### config.mk
export PLATFORM = sky130hd
export DESIGN_NAME = ttt_board_ctrl
export DESIGN_NICKNAME = d
export VERILOG_FILES = /design/src/rtl/ttt_pkg.sv /design/src/rtl/ttt_win_check.sv /design/src/rtl/ttt_board_ctrl.sv
export SDC_FILE = /design/constraint.sdc
export NUM_CORES = 1
export LEC_CHECK = 0
export CAP_MARGIN = 20
export CORE_UTILIZATION = 39
export CTS_CLUSTER_SIZE = 25
export DETAILED_ROUTE_END_ITERATION = 10
export RECOVER_POWER = 100
export SLEW_MARGIN = 25
export SYNTH_ARGS = -nofsm -noshare
export SYNTH_HDL_FRONTEND = slang
export SYNTH_HIERARCHICAL = 1
export SYNTH_SLANG_ARGS = --single-unit
### constraint.sdc
create_clock -name clk -period 3.6 [get_ports clk]
set_clock_uncertainty 0.05 [all_clocks]
set_input_delay 0.72 -clock clk [delete_from_list [all_inputs] [get_ports clk]]
set_output_delay 0.72 -clock clk [all_outputs]
set_load 0.02 [all_outputs]
### src/rtl/ttt_pkg.sv
// rtl/ttt_pkg.sv - shared types and constants for the tic-tac-toe board controller
package ttt_pkg;

    typedef enum logic [1:0] {
        EMPTY = 2'b00,
        P1    = 2'b01,
        P2    = 2'b10
    } cell_t;

    typedef enum logic [1:0] {
        PLAY  = 2'd0,
        CHECK = 2'd1,
        DONE  = 2'd2
    } state_t;

    // Cell index = row*3 + col, row-major with t11 at index 0.
    localparam logic [3:0] WIN_LINES [8][3] = '{
        '{4'd0, 4'd1, 4'd2},
        '{4'd3, 4'd4, 4'd5},
        '{4'd6, 4'd7, 4'd8},
        '{4'd0, 4'd3, 4'd6},
        '{4'd1, 4'd4, 4'd7},
        '{4'd2, 4'd5, 4'd8},
        '{4'd0, 4'd4, 4'd8},
        '{4'd2, 4'd4, 4'd6}
    };

    localparam logic [3:0] MAX_MOVES = 4'd9;

    // Cursor step with wrap-around over 0..2.
    function automatic logic [1:0] inc3(input logic [1:0] v);
        return (v == 2'd2) ? 2'd0 : v + 2'd1;
    endfunction

    function automatic logic [1:0] dec3(input logic [1:0] v);
        return (v == 2'd0) ? 2'd2 : v - 2'd1;
    endfunction

endpackage

### src/rtl/ttt_win_check.sv
// rtl/ttt_win_check.sv - combinational three-in-a-row detector
// Ports:
//   board_i  [17:0] packed board, cell i at bits [2i+1:2i], row-major
//   player_i [1:0]  mark code to look for
//   win_o           high when any of the 8 lines holds player_i in all cells
module ttt_win_check
    import ttt_pkg::*;
(
    input  logic [17:0] board_i,
    input  logic [1:0]  player_i,
    output logic        win_o
);

    logic [1:0] cells [9];

    for (genvar g = 0; g < 9; g++) begin : g_unpack
        assign cells[g] = board_i[2*g +: 2];
    end

    always_comb begin
        win_o = 1'b0;
        for (int l = 0; l < 8; l++) begin
            if (cells[WIN_LINES[l][0]] == player_i &&
                cells[WIN_LINES[l][1]] == player_i &&
                cells[WIN_LINES[l][2]] == player_i) begin
                win_o = 1'b1;
            end
        end
    end

endmodule

### src/rtl/ttt_board_ctrl.sv
// rtl/ttt_board_ctrl.sv - tic-tac-toe game-state controller (board, cursor, turn, result)
// Optional macro TTT_TIMEOUT_EN: auto-move for the current player after TIMEOUT_CYCLES idle cycles.
// Ports:
//   clk, rst                        clock, synchronous active-high reset
//   new_game                        pulse, clears board and restarts
//   btn_up/down/left/right, btn_sel single-cycle button pulses
//   t11..t33 [1:0]                  cell states (00 empty, 01 P1, 10 P2)
//   cursor_row, cursor_col [1:0]    cursor position 0..2
//   turn                            0 = player 1 to move, 1 = player 2
//   illegal_move                    one-cycle pulse on a select of an occupied cell
//   game_over, winner [1:0], draw   game result, valid while in DONE
module ttt_board_ctrl
    import ttt_pkg::*;
#(
    parameter logic [31:0] TIMEOUT_CYCLES = 32'd250_000_000
) (
    input  logic       clk,
    input  logic       rst,
    input  logic       new_game,
    input  logic       btn_up,
    input  logic       btn_down,
    input  logic       btn_left,
    input  logic       btn_right,
    input  logic       btn_sel,
    output logic [1:0] t11,
    output logic [1:0] t12,
    output logic [1:0] t13,
    output logic [1:0] t21,
    output logic [1:0] t22,
    output logic [1:0] t23,
    output logic [1:0] t31,
    output logic [1:0] t32,
    output logic [1:0] t33,
    output logic [1:0] cursor_row,
    output logic [1:0] cursor_col,
    output logic       turn,
    output logic       illegal_move,
    output logic       game_over,
    output logic [1:0] winner,
    output logic       draw
);

    state_t     state_q, state_d;
    cell_t      board_q [9];
    cell_t      board_d [9];
    logic [1:0] row_q, row_d, col_q, col_d;
    logic       turn_q, turn_d;
    logic [3:0] cnt_q, cnt_d;
    logic       illegal_q, illegal_d;
    logic       over_q, over_d;
    logic [1:0] winner_q, winner_d;
    logic       draw_q, draw_d;

    logic [3:0]  cur_idx;
    cell_t       mover;
    logic [17:0] board_flat;
    logic        win;

    assign cur_idx = {2'b00, row_q} * 4'd3 + {2'b00, col_q};
    assign mover   = turn_q ? P2 : P1;

    always_comb begin
        board_flat = '0;
        for (int i = 0; i < 9; i++) begin
            board_flat[2*i +: 2] = board_q[i];
        end
    end

    // Evaluated on the registered board, so in CHECK it sees the mark just placed.
    ttt_win_check u_win_check (
        .board_i  (board_flat),
        .player_i (mover),
        .win_o    (win)
    );

`ifdef TTT_TIMEOUT_EN
    logic [31:0] idle_q, idle_d;
    logic        auto_found;
    logic [3:0]  auto_idx;
    logic [1:0]  auto_row, auto_col;
    logic        auto_hit;

    // First empty cell in row-major order.
    always_comb begin
        auto_found = 1'b0;
        auto_idx   = 4'd0;
        auto_row   = 2'd0;
        auto_col   = 2'd0;
        for (int r = 0; r < 3; r++) begin
            for (int c = 0; c < 3; c++) begin
                if (!auto_found && board_q[r*3 + c] == EMPTY) begin
                    auto_found = 1'b1;
                    auto_idx   = 4'(r*3 + c);
                    auto_row   = 2'(r);
                    auto_col   = 2'(c);
                end
            end
        end
    end

    assign auto_hit = (state_q == PLAY) && auto_found &&
                      (idle_q == TIMEOUT_CYCLES - 32'd1);
`else
    logic unused_timeout;
    assign unused_timeout = ^TIMEOUT_CYCLES;
`endif

    always_comb begin
        state_d   = state_q;
        board_d   = board_q;
        row_d     = row_q;
        col_d     = col_q;
        turn_d    = turn_q;
        cnt_d     = cnt_q;
        illegal_d = 1'b0;
        over_d    = over_q;
        winner_d  = winner_q;
        draw_d    = draw_q;
`ifdef TTT_TIMEOUT_EN
        idle_d    = 32'd0;
`endif

        if (new_game) begin
            for (int i = 0; i < 9; i++) begin
                board_d[i] = EMPTY;
            end
            state_d  = PLAY;
            row_d    = 2'd1;
            col_d    = 2'd1;
            turn_d   = 1'b0;
            cnt_d    = 4'd0;
            over_d   = 1'b0;
            winner_d = 2'b00;
            draw_d   = 1'b0;
        end else begin
            case (state_q)
                PLAY: begin
                    if (btn_sel) begin
                        if (board_q[cur_idx] == EMPTY) begin
                            board_d[cur_idx] = mover;
                            cnt_d            = cnt_q + 4'd1;
                            state_d          = CHECK;
                        end else begin
                            illegal_d = 1'b1;
                        end
                    end else if (btn_up) begin
                        row_d = dec3(row_q);
                    end else if (btn_down) begin
                        row_d = inc3(row_q);
                    end else if (btn_left) begin
                        col_d = dec3(col_q);
                    end else if (btn_right) begin
                        col_d = inc3(col_q);
`ifdef TTT_TIMEOUT_EN
                    end else if (auto_hit) begin
                        board_d[auto_idx] = mover;
                        row_d             = auto_row;
                        col_d             = auto_col;
                        cnt_d             = cnt_q + 4'd1;
                        state_d           = CHECK;
                    end else begin
                        idle_d = idle_q + 32'd1;
`endif
                    end
                end
                CHECK: begin
                    if (win) begin
                        winner_d = mover;
                        over_d   = 1'b1;
                        state_d  = DONE;
                    end else if (cnt_q == MAX_MOVES) begin
                        draw_d  = 1'b1;
                        over_d  = 1'b1;
                        state_d = DONE;
                    end else begin
                        turn_d  = ~turn_q;
                        state_d = PLAY;
                    end
                end
                DONE: begin
                end
                default: state_d = PLAY;
            endcase
        end
    end

    always_ff @(posedge clk) begin
        if (rst) begin
            for (int i = 0; i < 9; i++) begin
                board_q[i] <= EMPTY;
            end
            state_q   <= PLAY;
            row_q     <= 2'd1;
            col_q     <= 2'd1;
            turn_q    <= 1'b0;
            cnt_q     <= 4'd0;
            illegal_q <= 1'b0;
            over_q    <= 1'b0;
            winner_q  <= 2'b00;
            draw_q    <= 1'b0;
`ifdef TTT_TIMEOUT_EN
            idle_q    <= 32'd0;
`endif
        end else begin
            board_q   <= board_d;
            state_q   <= state_d;
            row_q     <= row_d;
            col_q     <= col_d;
            turn_q    <= turn_d;
            cnt_q     <= cnt_d;
            illegal_q <= illegal_d;
            over_q    <= over_d;
            winner_q  <= winner_d;
            draw_q    <= draw_d;
`ifdef TTT_TIMEOUT_EN
            idle_q    <= idle_d;
`endif
        end
    end

    assign t11          = board_q[0];
    assign t12          = board_q[1];
    assign t13          = board_q[2];
    assign t21          = board_q[3];
    assign t22          = board_q[4];
    assign t23          = board_q[5];
    assign t31          = board_q[6];
    assign t32          = board_q[7];
    assign t33          = board_q[8];
    assign cursor_row   = row_q;
    assign cursor_col   = col_q;
    assign turn         = turn_q;
    assign illegal_move = illegal_q;
    assign game_over    = over_q;
    assign winner       = winner_q;
    assign draw         = draw_q;

endmodule

==> results.ini, run 1 <==
[finish]
drive_gt1_share_pct=7.22
final_common_cell=dfxtp_1
max_flop_register=cnt_q
antennaDiodeCount=0
final_cell_mix=dfxtp_1 (34), nor2_1 (33), dlygate4sd3_1 (28)
area_growth_pct=22.1
final_util_pct=49.8
nFillCells=535
largest_reg_flops=4
postLayoutCellArea_um2=2570
fin_nets=310

[detailed_routing]
route.detailed.drc=0
dr.pass1.iters=4
drtAntennaViolNets=0
wl_mm=5.17
num_vias=1934
wire_per_inst_um=14.3
viasPerCell=5.36
drt_iter0_markers=131

[pwr]
peakVddDrop_mv=0.203
p_per_area_nw_per_um2=329
total_power_uw=846
leakage_uw=0.00107

[placement]
dpl_cell_area_um2=2520
place_congestion=0.836
io_buffers=35
place_hpwl_mm=3.70

[sta]
final.period_utilization_pct=90.1
setup_viol=0
min_period_ns=3.24
worst_slew_pin_slew_ns=1.29
drv_slew=0
final.setup.tns_ns=0
max_freq_mhz=308
max-slew-margin-rel_pct=14.0
finalHoldViolations=0
rsz0062_at_grt=false

[clock_tree]
cts_tree=yes
clk_path_buf_depth=2
cts_sinks=34
cts_setup_buffers=0
clk_pin_slew_worst_paths_ns=0.07
worstSkewPairLatency_ns=0.28
h-tree-depth=2
cts_resized=0
numCtsBuffers=5
clock-root-buffer=clkbuf_8
cts_hold_buf=0

[logic_synthesis]
ys_async_sr_fraction_pct=0
synth_nets=274
syn_inst=254
synth_seq_cells=34
synth-edff-count=0
synth_warnings=6
synthFlopType=dfxtp_1
synth.distinct_cells=45
syn_avg_cell_area_um2=8.31
ys_seq_area_share_pct=32.3
netlist_area_um2=2110

[floorplan]
die_y_um=75.5
coreArea_um2=5170
initial_core_util_pct=40.8
die_area_um2=5710
die_w_um=75.5
ios=36
num_rows=26

[min_path]
hp-start=winner[1]
hold_class=reg -> reg

[global_route]
first_global_vias=1709
grt_first_pass_wirelength_mm=8.47
grt_max_degree=31
grt_use_total_pct=20.0
antenna_found_initial=0
overflow=0

[critical_path]
crit_path_start_kind=flip-flop
endpoint_kind=flip-flop
critPathKind=reg -> reg
reg2reg_from=cursor_row[1]
crit_chain=inv_1 > fa_1 > inv_1 > ha_1 > fa_1 > or3_4 > nor4_1 > mux2i_1 > nor2_1
cp.arrival_ns=3.35
critPathRequiredTime_ns=3.70
worstSetupStartpoint=cursor_row[1]
crit_path_top_delay_cell=fa_1
worstPathMaxFanout=7
slowest_delay_ns=0.55

[flow_run]
drv_cap=0

[outcome]
outcome=finished clean

## stage by stage
step                hold slack [ns]  worst slack [ns]  std cells
CTS                           0.409             0.433        361
global placement              0.386             0.502        353
floorplan                     0.401             0.285        254
finish                        0.400             0.358        361
detailed placement            0.394             0.458        353
global route                  0.432             0.152        361
## power breakdown
| group | internal [uW] | switching, uW |
|---|---|---|
| clock | 154 | 135 |
| combinational | 67.9 | 96.3 |
| sequential | 383 | 10.1 |
## critical path: cells and delay by family (launching register included)
family,cells,cell delay (ns)
fa+ha+maj,3,1.22
simple gates,3,1.02
buf+inv,2,0.17
mux,1,0.25
flops,1,0.41
## synthesized netlist by cell type (2+ instances only)
| master | n | area (um2) |
|---|---|---|
| a211oi_1 | 5 | 37.5 |
| a21oi_1 | 18 | 90.1 |
| a31oi_1 | 7 | 43.8 |
| and3_1 | 8 | 50.1 |
| and3_2 | 6 | 45.0 |
| buf_2 | 3 | 15.0 |
| clkbuf_1 | 5 | 18.8 |
| dfxtp_1 | 34 | 681 |
| fa_1 | 2 | 40.0 |
| ha_1 | 10 | 125 |
| inv_1 | 14 | 52.6 |
| mux2i_1 | 9 | 90.1 |
| nand2_1 | 9 | 33.8 |
| nand2b_1 | 4 | 25.0 |
| nand3_1 | 5 | 25.0 |
| nor2_1 | 33 | 124 |
| nor3_1 | 20 | 100 |
| nor3b_1 | 5 | 37.5 |
| nor4_1 | 6 | 37.5 |
| nor4_4 | 2 | 42.5 |
| nor4b_1 | 2 | 17.5 |
| o211a_1 | 2 | 20.0 |
| o211ai_1 | 4 | 30.0 |
| o21ai_0 | 4 | 20.0 |
| o21ai_1 | 2 | 10.0 |
| o22ai_1 | 6 | 37.5 |
| or3_1 | 4 | 25.0 |
| or3b_1 | 2 | 17.5 |
| xnor2_1 | 2 | 17.5 |
| xor2_1 | 6 | 52.6 |
## kinds of logic after synthesis
group / synth area share, %
xor gates and xnor gates: 3.32
adders and majority gates: 7.83
buffers and inverters: 4.98
AOI/OAI and AO/OA: 15.6
DFF: 32.3
muxes: 5.34
and+or+nand+nor: 30.7
## final cells by class
type,count,area [um2],share of cell area (%)
clock inverters,1,5.00,0.194
flip-flops and latches,34,681,26.4
well taps,70,87.6,3.40
inverters,14,52.6,2.04
repair buffers,39,369,14.3
clock buffers,7,86.3,3.35
multi-input cells,196,1290,50.2
## worst paths after layout
| check | cells past startpoint | to | slack (ns) |
|---|---|---|---|
| hold / removal | 2 | winner[1] | 0.40 |
| hold reg to reg | 2 | winner[1] | 0.40 |
| setup reg to reg | 9 | t12[1] | 0.36 |
| setup / recovery | 9 | t12[1] | 0.36 |
## per-layer routing
layer / GRT usage [%] / share of wire [%] / vias up / wire [um]
met5: 0 / 0 / - / 0
met4: 5.56 / 0.52 / 0 / 27
met3: 3.97 / 2.8 / 2 / 146
met2: 34.3 / 49 / 33 / 2530
met1: 25.6 / 48 / 904 / 2470
li1: - / - / 995 / -
Note: power is estimated with default switching activity, not from simulation.
==> run 2, diff against run 1 <==
clock period = 4.1 ns   (was 3.6 ns; I/O delays follow)
==> results.ini, run 2 (same netlist as run 1, synthesis figures left out) <==
[clock_tree]
cts_resized=0  ; unchanged
cts_setup_buffers=0  ; unchanged
clk_path_buf_depth=2  ; unchanged
numCtsBuffers=5  ; unchanged
cts_tree=yes  ; unchanged
worstSkewPairLatency_ns=0.29  ; was 0.28 ns
clk_pin_slew_worst_paths_ns=0.07  ; about the same
h-tree-depth=2  ; unchanged
clock-root-buffer=clkbuf_8  ; unchanged
cts_sinks=34  ; unchanged
cts_hold_buf=0  ; unchanged

[floorplan]
die_y_um=75.5  ; unchanged
coreArea_um2=5170  ; unchanged
die_area_um2=5710  ; unchanged
ios=36  ; unchanged
initial_core_util_pct=40.8  ; unchanged
num_rows=26  ; unchanged
die_w_um=75.5  ; unchanged

[sta]
min_period_ns=3.35  ; was 3.24 ns
rsz0062_at_grt=false  ; unchanged
final.setup.tns_ns=0  ; unchanged
max-slew-margin-rel_pct=14.1  ; was 14.0%
max_freq_mhz=298  ; was 308 MHz
drv_slew=0  ; unchanged
finalHoldViolations=0  ; unchanged
final.period_utilization_pct=81.8  ; was 90.1%
worst_slew_pin_slew_ns=1.29  ; about the same
setup_viol=0  ; unchanged
fin_hold_ws_ns=0.398  ; was 0.400 ns

[critical_path]
endpoint_kind=flip-flop  ; unchanged
worstPathMaxFanout=9  ; was 7
crit_path_top_delay_cell=fa_1  ; unchanged
cp.arrival_ns=3.53  ; was 3.35 ns
crit_path_start_kind=flip-flop  ; unchanged
reg2reg_from=cursor_row[1]  ; unchanged
rrSetupSlack_ns=0.75  ; was 0.36 ns
critPathRequiredTime_ns=4.27  ; was 3.70 ns
slowest_delay_ns=0.58  ; was 0.55 ns
critPathKind=reg -> reg  ; unchanged
timing.rr.end=cnt_q[1]  ; was t12[1]
ff2ff_path_depth=10  ; was 9
crit_chain=inv_1 > fa_1 > inv_1 > ha_1 > fa_1 > or3b_1 > or3_1 > o211a_2 > a31o_1 > a21oi_1  ; was inv_1 > fa_1 > inv_1 > ha_1 > fa_1 > or3_4 > nor4_1 > mux2i_1 > nor2_1

[global_route]
overflow=0  ; unchanged
first_global_vias=1707  ; was 1709
grt_use_total_pct=19.9  ; was 20.0%
grt_max_degree=31  ; unchanged
grt_first_pass_wirelength_mm=8.51  ; was 8.47 mm
antenna_found_initial=0  ; unchanged

[pwr]
switching_share_pct=29.5  ; was 28.5%
pwr-share-comb_pct=18.7  ; was 19.4%
p_per_area_nw_per_um2=292  ; was 329 nW/um2
power.internal_uw=527  ; was 605 uW
power.switching_uw=221  ; was 241 uW
seqPwrFrac_pct=46.1  ; was 46.4%
leakage_uw=0.00107  ; about the same
peakVddDrop_mv=0.152  ; was 0.203 mV
p_clk_share_pct=35.2  ; was 34.2%

[finish]
largest_reg_flops=4  ; unchanged
fin_nets=307  ; was 310
nFillCells=484  ; was 535
max_flop_register=cnt_q  ; unchanged
antennaDiodeCount=0  ; unchanged
final_util_pct=49.5  ; was 49.8%
final_common_cell=dfxtp_1  ; unchanged
final_cell_mix=dfxtp_1 (34), nor2_1 (33), dlygate4sd3_1 (28)  ; unchanged
area_growth_pct=21.3  ; was 22.1%
drive_gt1_share_pct=6.94  ; was 7.22%

[detailed_routing]
wire_per_inst_um=14.7  ; was 14.3 um
dr.pass1.iters=4  ; unchanged
num_vias=1942  ; was 1934
wl_mm=5.26  ; was 5.17 mm
drt_iter0_markers=86  ; was 131
drtAntennaViolNets=0  ; unchanged
viasPerCell=5.42  ; was 5.36
route.detailed.drc=0  ; unchanged

[placement]
place_hpwl_mm=3.64  ; was 3.70 mm
place_congestion=0.768  ; was 0.836
io_buffers=35  ; unchanged

[min_path]
hold_depth=2  ; unchanged
hp-start=game_over  ; was winner[1]
hold_end=game_over  ; was winner[1]
hold_class=reg -> reg  ; unchanged

[flow_run]
drv_cap=0  ; unchanged

[outcome]
outcome=finished clean  ; unchanged

-- run 2: cell types whose count changed in the layout (fill, tap and decap cells not counted), sizes merged --
| cell | delta |
|---|---|
| buf | -1 |
| clkbuf | -3 |
| clkinvlp | +1 |
-- run 2: cell type report --
class / count / area (um2) / area share [%]
well taps: 70 / 87.6 / 3.42
clock buffers: 6 / 82.6 / 3.23
inverters: 14 / 52.6 / 2.05
repair buffers: 36 / 354 / 13.8
clock inverters: 2 / 12.5 / 0.489
multi-input cells: 196 / 1290 / 50.4
flip-flops and latches: 34 / 681 / 26.6
-- run 2: stage by stage --
stage | total power, uW | setup slack [ns] | instance area (um2) | instances
2_1_floorplan | 463 | 0.785 | 2110 | 254
3_3_place_gp | 501 | 0.779 | 2500 | 350
3_5_place_dp | 502 | 0.715 | 2500 | 350
4_1_cts | 767 | 0.664 | 2600 | 358
5_1_grt | 785 | 0.554 | 2560 | 358
6_report | 748 | 0.747 | 2560 | 358
-- run 2: worst max-delay path by stage --
stage | slack [ns] | startpoint | cells after the start | endpoint
after floorplan | 0.79 | cursor_row[1] | 11 | cnt_q[1]
after global placement | 0.78 | cursor_row[1] | 10 | cnt_q[1]
after detailed placement | 0.71 | cursor_row[1] | 10 | cnt_q[1]
after CTS | 0.66 | cursor_row[1] | 10 | cnt_q[1]
after global routing | 0.55 | cursor_row[1] | 10 | cnt_q[0]
final | 0.75 | cursor_row[1] | 10 | cnt_q[1]
-- run 2: power by group through the flow --
stage               registers (uW)  logic (uW)  clock network (uW)
floorplan                      355         108                   0
global placement               353         148                   0
detailed placement             353         149                   0
CTS                            345         150                 271
global route                   346         156                 283
finish                         345         140                 263
-- run 2: critical path: cells and delay by family, from the launching register on --
| kind | cells | cell delay [ns] |
|---|---|---|
| flip-flops | 1 | 0.43 |
| AO/OA/AOI/OAI | 3 | 0.48 |
| buffers and inverters | 2 | 0.18 |
| AND/OR/NAND/NOR | 2 | 0.81 |
| adder cells (fa/ha/maj) | 3 | 1.33 |
-- run 2: layer usage --
layer	vias up	share of wire [%]	GRT usage, %
li1	990	-	-
met1	904	50	27.1
met2	44	46	32.6
met3	4	3.1	3.17
met4	0	0.95	6.17
met5	-	0	0
